<file path="config.mk">
export PLATFORM = sky130hd
export DESIGN_NAME = uart_recv_ctrl
export DESIGN_NICKNAME = d
export VERILOG_FILES = /design/src/rtl/uart_recv_ctrl.sv
export SDC_FILE = /design/constraint.sdc
export NUM_CORES = 1
export LEC_CHECK = 0
export ABC_AREA = 1
export CAP_MARGIN = 20
export CORE_MARGIN = 10
export CORE_UTILIZATION = 25
export CTS_BUF_LIST = sky130_fd_sc_hd__clkbuf_4 sky130_fd_sc_hd__clkbuf_8
export CTS_CLUSTER_SIZE = 8
export DETAILED_ROUTE_END_ITERATION = 12
export PLACE_DENSITY = 0.48
export SETUP_SLACK_MARGIN = 0.2
export SYNTH_ARGS = -nofsm -noshare
export SYNTH_HDL_FRONTEND = slang
export SYNTH_SLANG_ARGS = --single-unit
export TNS_END_PERCENT = 100
</file>
<file path="constraint.sdc">
create_clock -name clk -period 2 [get_ports clk]
set_input_delay 0.6 -clock clk [delete_from_list [all_inputs] [get_ports clk]]
set_output_delay 0.6 -clock clk [all_outputs]
set_load 0.01 [all_outputs]
</file>
<file path="src/rtl/uart_recv_ctrl.sv">
// uart_recv_ctrl: 8N1 UART receiver with in-order matcher for the string "hitsz2024311278"
//
// Ports:
//   clk        system clock
//   rst        asynchronous reset, active low (asserted when 0)
//   uart_rx    serial line, idle high, asynchronous to clk
//   clr        synchronous clear of match_flag and match_ptr
//   rx_data    last correctly received byte
//   rx_valid   one-cycle strobe, rx_data updated
//   frame_err  one-cycle strobe, bad stop bit (or bad parity)
//   match      one-cycle strobe, full string received (coincides with rx_valid)
//   match_flag sticky match indicator
//   match_ptr  index of the next expected character, 0..14
//
// Optional feature: define UART_RX_PARITY_EN to receive a 9th even-parity bit.
module uart_recv_ctrl #(
    parameter int CYCLES_PER_BIT = 10416,
    parameter int HALF_BIT       = CYCLES_PER_BIT / 2
) (
    input  logic       clk,
    input  logic       rst,
    input  logic       uart_rx,
    input  logic       clr,
    output logic [7:0] rx_data,
    output logic       rx_valid,
    output logic       frame_err,
    output logic       match,
    output logic       match_flag,
    output logic [3:0] match_ptr
);
    typedef enum logic [2:0] {IDLE, START, DATA, PARITY, STOP} state_t;

    localparam logic [7:0] ROM [0:14] = '{
        8'h68, 8'h69, 8'h74, 8'h73, 8'h7A, 8'h32, 8'h30, 8'h32,
        8'h34, 8'h33, 8'h31, 8'h31, 8'h32, 8'h37, 8'h38
    };

    state_t      state, state_n;
    logic [13:0] cnt, cnt_n;
    logic [2:0]  bit_idx, bit_idx_n;
    logic [7:0]  shift, shift_n;
    logic        sync1, rx_s, rx_d;
    logic        good, bad, ok;
    logic        bit_end, half_end, fall, hit, last;
`ifdef UART_RX_PARITY_EN
    logic        par, par_n;
`endif

    assign fall     = rx_d & ~rx_s;
    assign bit_end  = cnt == 14'(CYCLES_PER_BIT - 1);
    assign half_end = cnt == 14'(HALF_BIT - 1);

    // Stop bit must be high; with parity, data plus parity bit must have even weight.
`ifdef UART_RX_PARITY_EN
    assign ok = rx_s & ~(^shift ^ par);
`else
    assign ok = rx_s;
`endif

    always_comb begin
        state_n   = state;
        cnt_n     = cnt + 14'd1;
        bit_idx_n = bit_idx;
        shift_n   = shift;
        good      = 1'b0;
        bad       = 1'b0;
`ifdef UART_RX_PARITY_EN
        par_n     = par;
`endif
        case (state)
            IDLE: begin
                cnt_n   = '0;
                state_n = fall ? START : IDLE;
            end
            START: if (half_end) begin
                cnt_n     = '0;
                bit_idx_n = '0;
                // A line back high at mid-start was a glitch.
                state_n   = rx_s ? IDLE : DATA;
            end
            DATA: if (bit_end) begin
                cnt_n            = '0;
                shift_n[bit_idx] = rx_s;
                bit_idx_n        = (bit_idx == 3'd7) ? bit_idx : bit_idx + 3'd1;
`ifdef UART_RX_PARITY_EN
                state_n          = (bit_idx == 3'd7) ? PARITY : DATA;
`else
                state_n          = (bit_idx == 3'd7) ? STOP : DATA;
`endif
            end
`ifdef UART_RX_PARITY_EN
            PARITY: if (bit_end) begin
                cnt_n   = '0;
                par_n   = rx_s;
                state_n = STOP;
            end
`endif
            STOP: if (bit_end) begin
                // Return at mid-stop so a frame that follows immediately is caught.
                cnt_n   = '0;
                state_n = IDLE;
                good    = ok;
                bad     = ~ok;
            end
            default: state_n = IDLE;
        endcase
    end

    always_ff @(posedge clk or negedge rst) begin
        if (!rst) begin
            sync1     <= 1'b1;
            rx_s      <= 1'b1;
            rx_d      <= 1'b1;
            state     <= IDLE;
            cnt       <= '0;
            bit_idx   <= '0;
            shift     <= '0;
            rx_data   <= '0;
            rx_valid  <= 1'b0;
            frame_err <= 1'b0;
`ifdef UART_RX_PARITY_EN
            par       <= 1'b0;
`endif
        end else begin
            sync1     <= uart_rx;
            rx_s      <= sync1;
            rx_d      <= rx_s;
            state     <= state_n;
            cnt       <= cnt_n;
            bit_idx   <= bit_idx_n;
            shift     <= shift_n;
            rx_valid  <= good;
            frame_err <= bad;
            if (good)
                rx_data <= shift;
`ifdef UART_RX_PARITY_EN
            par       <= par_n;
`endif
        end
    end

    assign hit   = rx_data == ROM[match_ptr];
    assign last  = match_ptr == 4'd14;
    assign match = rx_valid & hit & last;

    // On a miss an 'h' can still be the first character of a new attempt.
    always_ff @(posedge clk or negedge rst) begin
        if (!rst) begin
            match_ptr  <= '0;
            match_flag <= 1'b0;
        end else if (clr) begin
            match_ptr  <= '0;
            match_flag <= 1'b0;
        end else if (rx_valid) begin
            match_ptr  <= hit ? (last ? 4'd0 : match_ptr + 4'd1) : {3'd0, rx_data == 8'h68};
            if (match)
                match_flag <= 1'b1;
        end
    end
endmodule

</file>
==> flow_summary_export.csv, run 1 <==
group,metric,value,unit
yosys,synthFlopType,"dfrtp_1",
routing,via_count,2319,
place,dp_hpwl,4790,µm
grt,grt_use_total,8.91,%
routing,drtAntennaViolNets,0,
yosys,synth-seq-cells,46,
critical_path,startpoint_type,"register",
critical_path,path_class,"register to output port",
critical_path,arrival,1.71,ns
grt,grt_pass1_vias,2328,
clock_network,cts_tree,"built",
floorplan,ios,20,
clock_network,clock_latency,0.30,ns
floorplan,die-area,0.0148,mm²
floorplan,initial_core_util,25.3,%
timing,worst_slack,-0.315,ns
timing,worst_hold_slack,0.225,ns
clock_network,h-tree-depth,2,
yosys,synthCells,343,
pwr,leakagePower,1.75,nW
timing,fmax,432,MHz
run_status,run_status,"finished with violations",
yosys,seq_area_frac_synth,44.7,%
job,maxCapViolations,0,
yosys,synth_top_area_share,41.7,%
timing,hold_viol,0,
floorplan,die_h,122,µm
routing,wl,6220,µm
grt,gr-total-overflow,0,
clock_network,cts_buffers,5,
floorplan,die_width,122,µm
critical_path,reg2reg_from,"match_ptr[3]",
yosys,synth-async-reset-ratio,100,%
timing,slew_violations,0,
grt,grt_pass1_wl,10900,µm
run_status,failed_checks,"setup timing",
critical_path,worstSetupStartpoint,"match_ptr[3]",
routing,wl_per_cell,11.4,µm
pwr,p_total,2.44,mW
floorplan,core-area,0.0102,mm²
critical_path,critPathRequiredTime,1.40,ns
layout,area_delta_synth_final,34.8,%
grt,grt_max_degree,21,
yosys,synth_nets,350,
timing,relSlewSlack,71.5,%
place,place.gp.congestion,0.822,
place,io_buffers,19,
yosys,ys_types,33,
yosys,synth-edff-count,0,
pwr,peakVddDrop,0.303,mV
routing,drc,0,
timing,min_period,2.31,ns
timing,setup_viol,2,
yosys,synth_area_per_cell,7.53,µm²
layout,num_antenna_cells,0,
pwr,power.density,702,mW/mm²
timing,rsz0062_at_grt,"yes",
clock_network,clock-sinks,46,
yosys,synth_commonest_cells,"nand2_1 (88), inv_1 (50), dfrtp_1 (43)",
timing,finalCritPeriodShare,116,%
routing,drt_iter0_markers,103,
floorplan,rows,37,
clock_network,cts_root_buf,"clkbuf_8",
timing,finalClockSkew,0.0102,ns
clock_network,path_clk_slew,0.09,ns
routing,routed_via_density,4.25,
yosys,syn-cell-area,0.00258,mm²
routing,first_pass_iters,4,
hold_path,holdCritPathClass,"primary input to async pin",
yosys,synth-warning-count,0,
clock_network,clock_path_buffers,2,
timing,worst_slew_pin_slew,0.428,ns
layout,fin_nets,416,
yosys,yosys.area.top_type,"dfrtp_1",
layout,drive_above_1_share,28.8,%
critical_path,cp-end-kind,"output port",
grt,grt_antenna_before_repair,0,
yosys,post-synth-top-count-cell,"nand2_1",
critical_path,critical_path_peak_fanout,7,
yosys,synthTopCellsByArea,"dfrtp_1 (42%), nand2_1 (13%), inv_1 (7.3%), nand3_1 (6.2%), nor2_1 (5.2%)",
layout make-up:
cell class	count	area, µm²
inverters	55	211
fillers	1089	6710
clock inverters	2	60.1
well taps	136	170
clock buffers	6	82.6
repair buffers	63	515
flip-flops and latches	46	1160
multi-input cells	238	1280
per-layer routing:
metal / track usage [%] / vias to the layer above / share of wire, %
li1: - / 1227 / -
met1: 11.5 / 1055 / 51
met2: 14.4 / 30 / 45
met3: 2.17 / 7 / 3.2
met4: 2.76 / 0 / 1.3
met5: 0 / - / 0
what timing repair did:
| item | 4_1_cts | 5_1_grt |
|---|---|---|
| gates resized for setup | 39 | 20 |
| setup endpoints to repair | 16 | 37 |
| pin swaps | 8 | 4 |
| hold buffers | 0 | 0 |
| buffers inserted | 11 | 0 |
worst paths after layout:
kind,end,slack (ns),cells past startpoint
setup / recovery,match,-0.31,10
hold / removal,shift[6],0.22,1
setup reg to reg,match_flag,-0.29,16
hold reg to reg,ok,0.36,0
max in group asynchronous,rx_data[4],1.21,2
min in group clk,ok,0.36,0
cells in the final DEF, fill, tap and decap left out, drive strengths merged:
master / instances
xnor2: 1
a21o: 1
dlygate4sd2: 10
o31ai: 1
nor2: 43
bufinv: 2
dfrtp: 43
and3: 1
nand3b: 2
xor2: 4
clkbuf: 7
clkdlybuf4s50: 3
or2: 1
nand4: 5
a21oi: 6
nand2: 95
o22ai: 1
o21ai: 21
ha: 3
buf: 48
a31oi: 1
inv: 55
nor3: 12
clkdlybuf4s15: 1
nand3: 37
dfstp: 3
nor4: 3
where the power goes:
part           switching [mW]  total (mW)  internal [mW]
combinational           0.317       0.478          0.161
clock                   0.328       0.861          0.533
sequential             0.0922        1.10           1.01
total                   0.737        2.44           1.70
through the flow:
stage | util, % | cell area (µm²) | instances | setup TNS, ns | setup slack, ns
2_1_floorplan | - | 2600 | 343 | 0 | 0.0576
3_3_place_gp | 31.3 | 3180 | 527 | -0.483 | -0.483
3_5_place_dp | 31.3 | 3180 | 527 | -0.484 | -0.484
4_1_cts | 33.5 | 3410 | 546 | -0.619 | -0.341
5_1_grt | 34.2 | 3480 | 546 | -0.954 | -0.490
6_report | 34.2 | 3480 | 546 | -0.606 | -0.315
state kept, by name, summed over array words and instances (netlist names):
register,count
ok,1
match_ptr,4
bit_idx,3
shift,8
rx_data,8
frame_err,1
cnt,14
state,3
match_flag,1
rx_valid,1
sync1,1
rx_d,1
cells by family (layout without fill, tap and decap cells):
logic type	Yosys count	in the layout	share of synthesized area [%]
DFF	46	46	44.7
xor gates and xnor gates	5	5	1.70
buffers and inverters	59	126	9.11
AOI/OAI and AO/OA	31	31	6.59
and+or+nand+nor	199	199	36.4
adders and majority gates	3	3	1.45
worst max-delay path: stages, from the launching register on:
cell     delay, ns
dfrtp_2       0.49
nor2_4        0.18
nand2_1       0.06
nand2_1       0.06
nand3_1       0.10
nor2_2        0.11
nand2_2       0.09
nor2_4        0.10
nand3_2       0.08
inv_2         0.06
buf_6         0.09
Power figures use the tool's default switching activity.
==> inputs of run 2 (changes only) <==
PLACE_DENSITY = not set   (was 0.48)
TNS_END_PERCENT = not set   (was 100)
==> run 2 against run 1 <==
Compared with the run above:
- the flow still finishes with violations (setup timing)
- fmax shrank 2.3%
- design area increased by 3.0%
- critical path depth is the same
- first-iteration DRC count is 5.8% lower
- via count increased by 4.3%
- die area stayed put
- register-to-register slack improved by 0.03 ns
- clock skew down 0.0070 ns
- global-route usage down 0.36 points
- sequential share of layout area decreased by 0.98 points
- critical path type unchanged
==> flow_summary_export.csv, run 2 (same netlist as run 1, synthesis figures left out) <==
group,metric,value,unit
timing,worst_slew_pin_slew,0.460,ns
critical_path,arrival,1.77,ns
layout,area_delta_synth_final,38.8,%
pwr,power.density,602,mW/mm²
run_status,run_status,"finished with violations",
layout,largestRegisters,"cnt x14, rx_data x8, shift x8",
floorplan,initial_core_util,25.3,%
place,io_buffers,19,
critical_path,path_class,"register to output port",
timing,finalClockSkew,0.00320,ns
layout,fin_cells,560,
critical_path,startpoint_type,"register",
floorplan,ios,20,
clock_network,clock-sinks,46,
layout,finish.instance_area,0.00358,mm²
grt,grt_use_total,8.55,%
grt,grt_pass1_wl,10600,µm
place,placed_cell_area,0.00320,mm²
hold_path,holdCritPathClass,"primary input to async pin",
timing,setup_tns,-0.627,ns
clock_network,path_clk_slew,0.08,ns
critical_path,critPathRequiredTime,1.40,ns
clock_network,clock_path_buffers,2,
pwr,peakVddDrop,0.368,mV
layout,mostFrequentLayoutCell,"nand2_1",
layout,n_fill_cell,1072,
timing,hold_viol,0,
timing,min_period,2.37,ns
routing,drtAntennaViolNets,0,
layout,final_cell_mix,"nand2_1 (80), inv_1 (48), buf_4 (43), dfrtp_1 (38), nor2_1 (31)",
critical_path,critical_path_peak_fanout,7,
routing,first_pass_iters,4,
routing,via_count,2418,
critical_path,cp-end-kind,"output port",
layout,num_antenna_cells,0,
timing,relSlewSlack,69.3,%
timing,worst_slack,-0.370,ns
timing,worst_hold_slack,0.238,ns
grt,grt_antenna_before_repair,0,
layout,fin_nets,430,
pwr,p_total,2.16,mW
layout,drive_above_1_share,31.1,%
timing,setup_viol,2,
floorplan,die-area,0.0148,mm²
routing,wl,6170,µm
clock_network,cts_root_buf,"clkbuf_8",
clock_network,h-tree-depth,2,
pwr,leakagePower,1.82,nW
clock_network,cts_buffers,5,
routing,drt_iter0_markers,97,
grt,grt_max_degree,29,
timing,finalCritPeriodShare,118,%
place,dp_hpwl,4490,µm
timing,slew_violations,0,
floorplan,die_width,122,µm
timing,fmax,422,MHz
floorplan,core-area,0.0102,mm²
routing,wl_per_cell,11.0,µm
floorplan,rows,37,
layout,largest_reg_flops,14,
floorplan,die_h,122,µm
routing,drc,0,
timing,rsz0062_at_grt,"yes",
job,maxCapViolations,0,
clock_network,cts_tree,"built",
layout,regMostFlops,"cnt",
routing,routed_via_density,4.32,
place,dp.cells,529,
clock_network,clock_latency,0.30,ns
grt,grt_pass1_vias,2336,
grt,gr-total-overflow,0,
place,place.gp.congestion,0.846,
run_status,failed_checks,"setup timing",
[run 2: cell count changes in the layout (fill, tap and decap cells not counted), moves of 2 or more]
cell             change
buf_4                +2
buf_6               +11
bufinv_16            -2
clkdlybuf4s15_2      +2
dlygate4sd2_1        -2
nand3_1              -3
nand3_2              +4
nor2_1               +2
nor2_2               -3
nor3_1               +3
nor3_2               -2
[run 2: final timing paths]
path,startpoint,to,slack [ns],depth (start not counted)
max,match_ptr[3],match,-0.37,10
min,rst,state[2],0.24,1
max reg2reg,match_ptr[1],match_ptr[0],-0.26,20
min reg2reg,sync1,ok,0.36,0
max in group asynchronous,rst,sync1,1.20,2
min in group clk,sync1,ok,0.36,0
[run 2: per-stage QoR]
stage,setup slack [ns],util (%)
final,-0.370,35.2
after global routing,-0.493,35.2
after CTS,-0.347,33.9
after detailed placement,-0.532,31.4
after global placement,-0.502,31.4
after floorplan,0.0576,-
[run 2: layout make-up]
type	count	area, µm²	area share, %
clock buffer	7	90.1	2.51
clock inverter	1	5.00	0.140
inverter	55	214	5.97
multi-input combinational	238	1270	35.5
sequential	46	1160	32.4
tap	136	170	4.75
timing repair buffer	77	672	18.7
[run 2: worst max-delay path, cell delays in order (launching register included)]
cell     delay [ns]
dfrtp_2        0.50
nor2_4         0.18
inv_1          0.06
nand3_1        0.10
nand2_2        0.08
nor2_4         0.13
nand2_4        0.07
nor2_4         0.11
nand3_2        0.08
inv_2          0.06
buf_6          0.09
[run 2: per-layer routing]
metal | GRT usage [%] | wire length (µm)
met3 | 2.08 | 283
met5 | 0 | 0
met1 | 10.7 | 2860
met2 | 14.0 | 2900
met4 | 3.20 | 131
[run 2: power breakdown]
group	internal [mW]	leakage [nW]	switching, mW	total [mW]
registers	1.01	0.612	0.0853	1.10
logic	0.156	1.15	0.303	0.460
clock network	0.293	0.0517	0.309	0.601
[run 2: what timing repair did]
action,in CTS,in global routing
endpoints found under the setup margin,15,38
resized for setup,44,29
pin swaps,8,17
hold buffers,0,0
buffers inserted,18,5
gates cloned,0,0
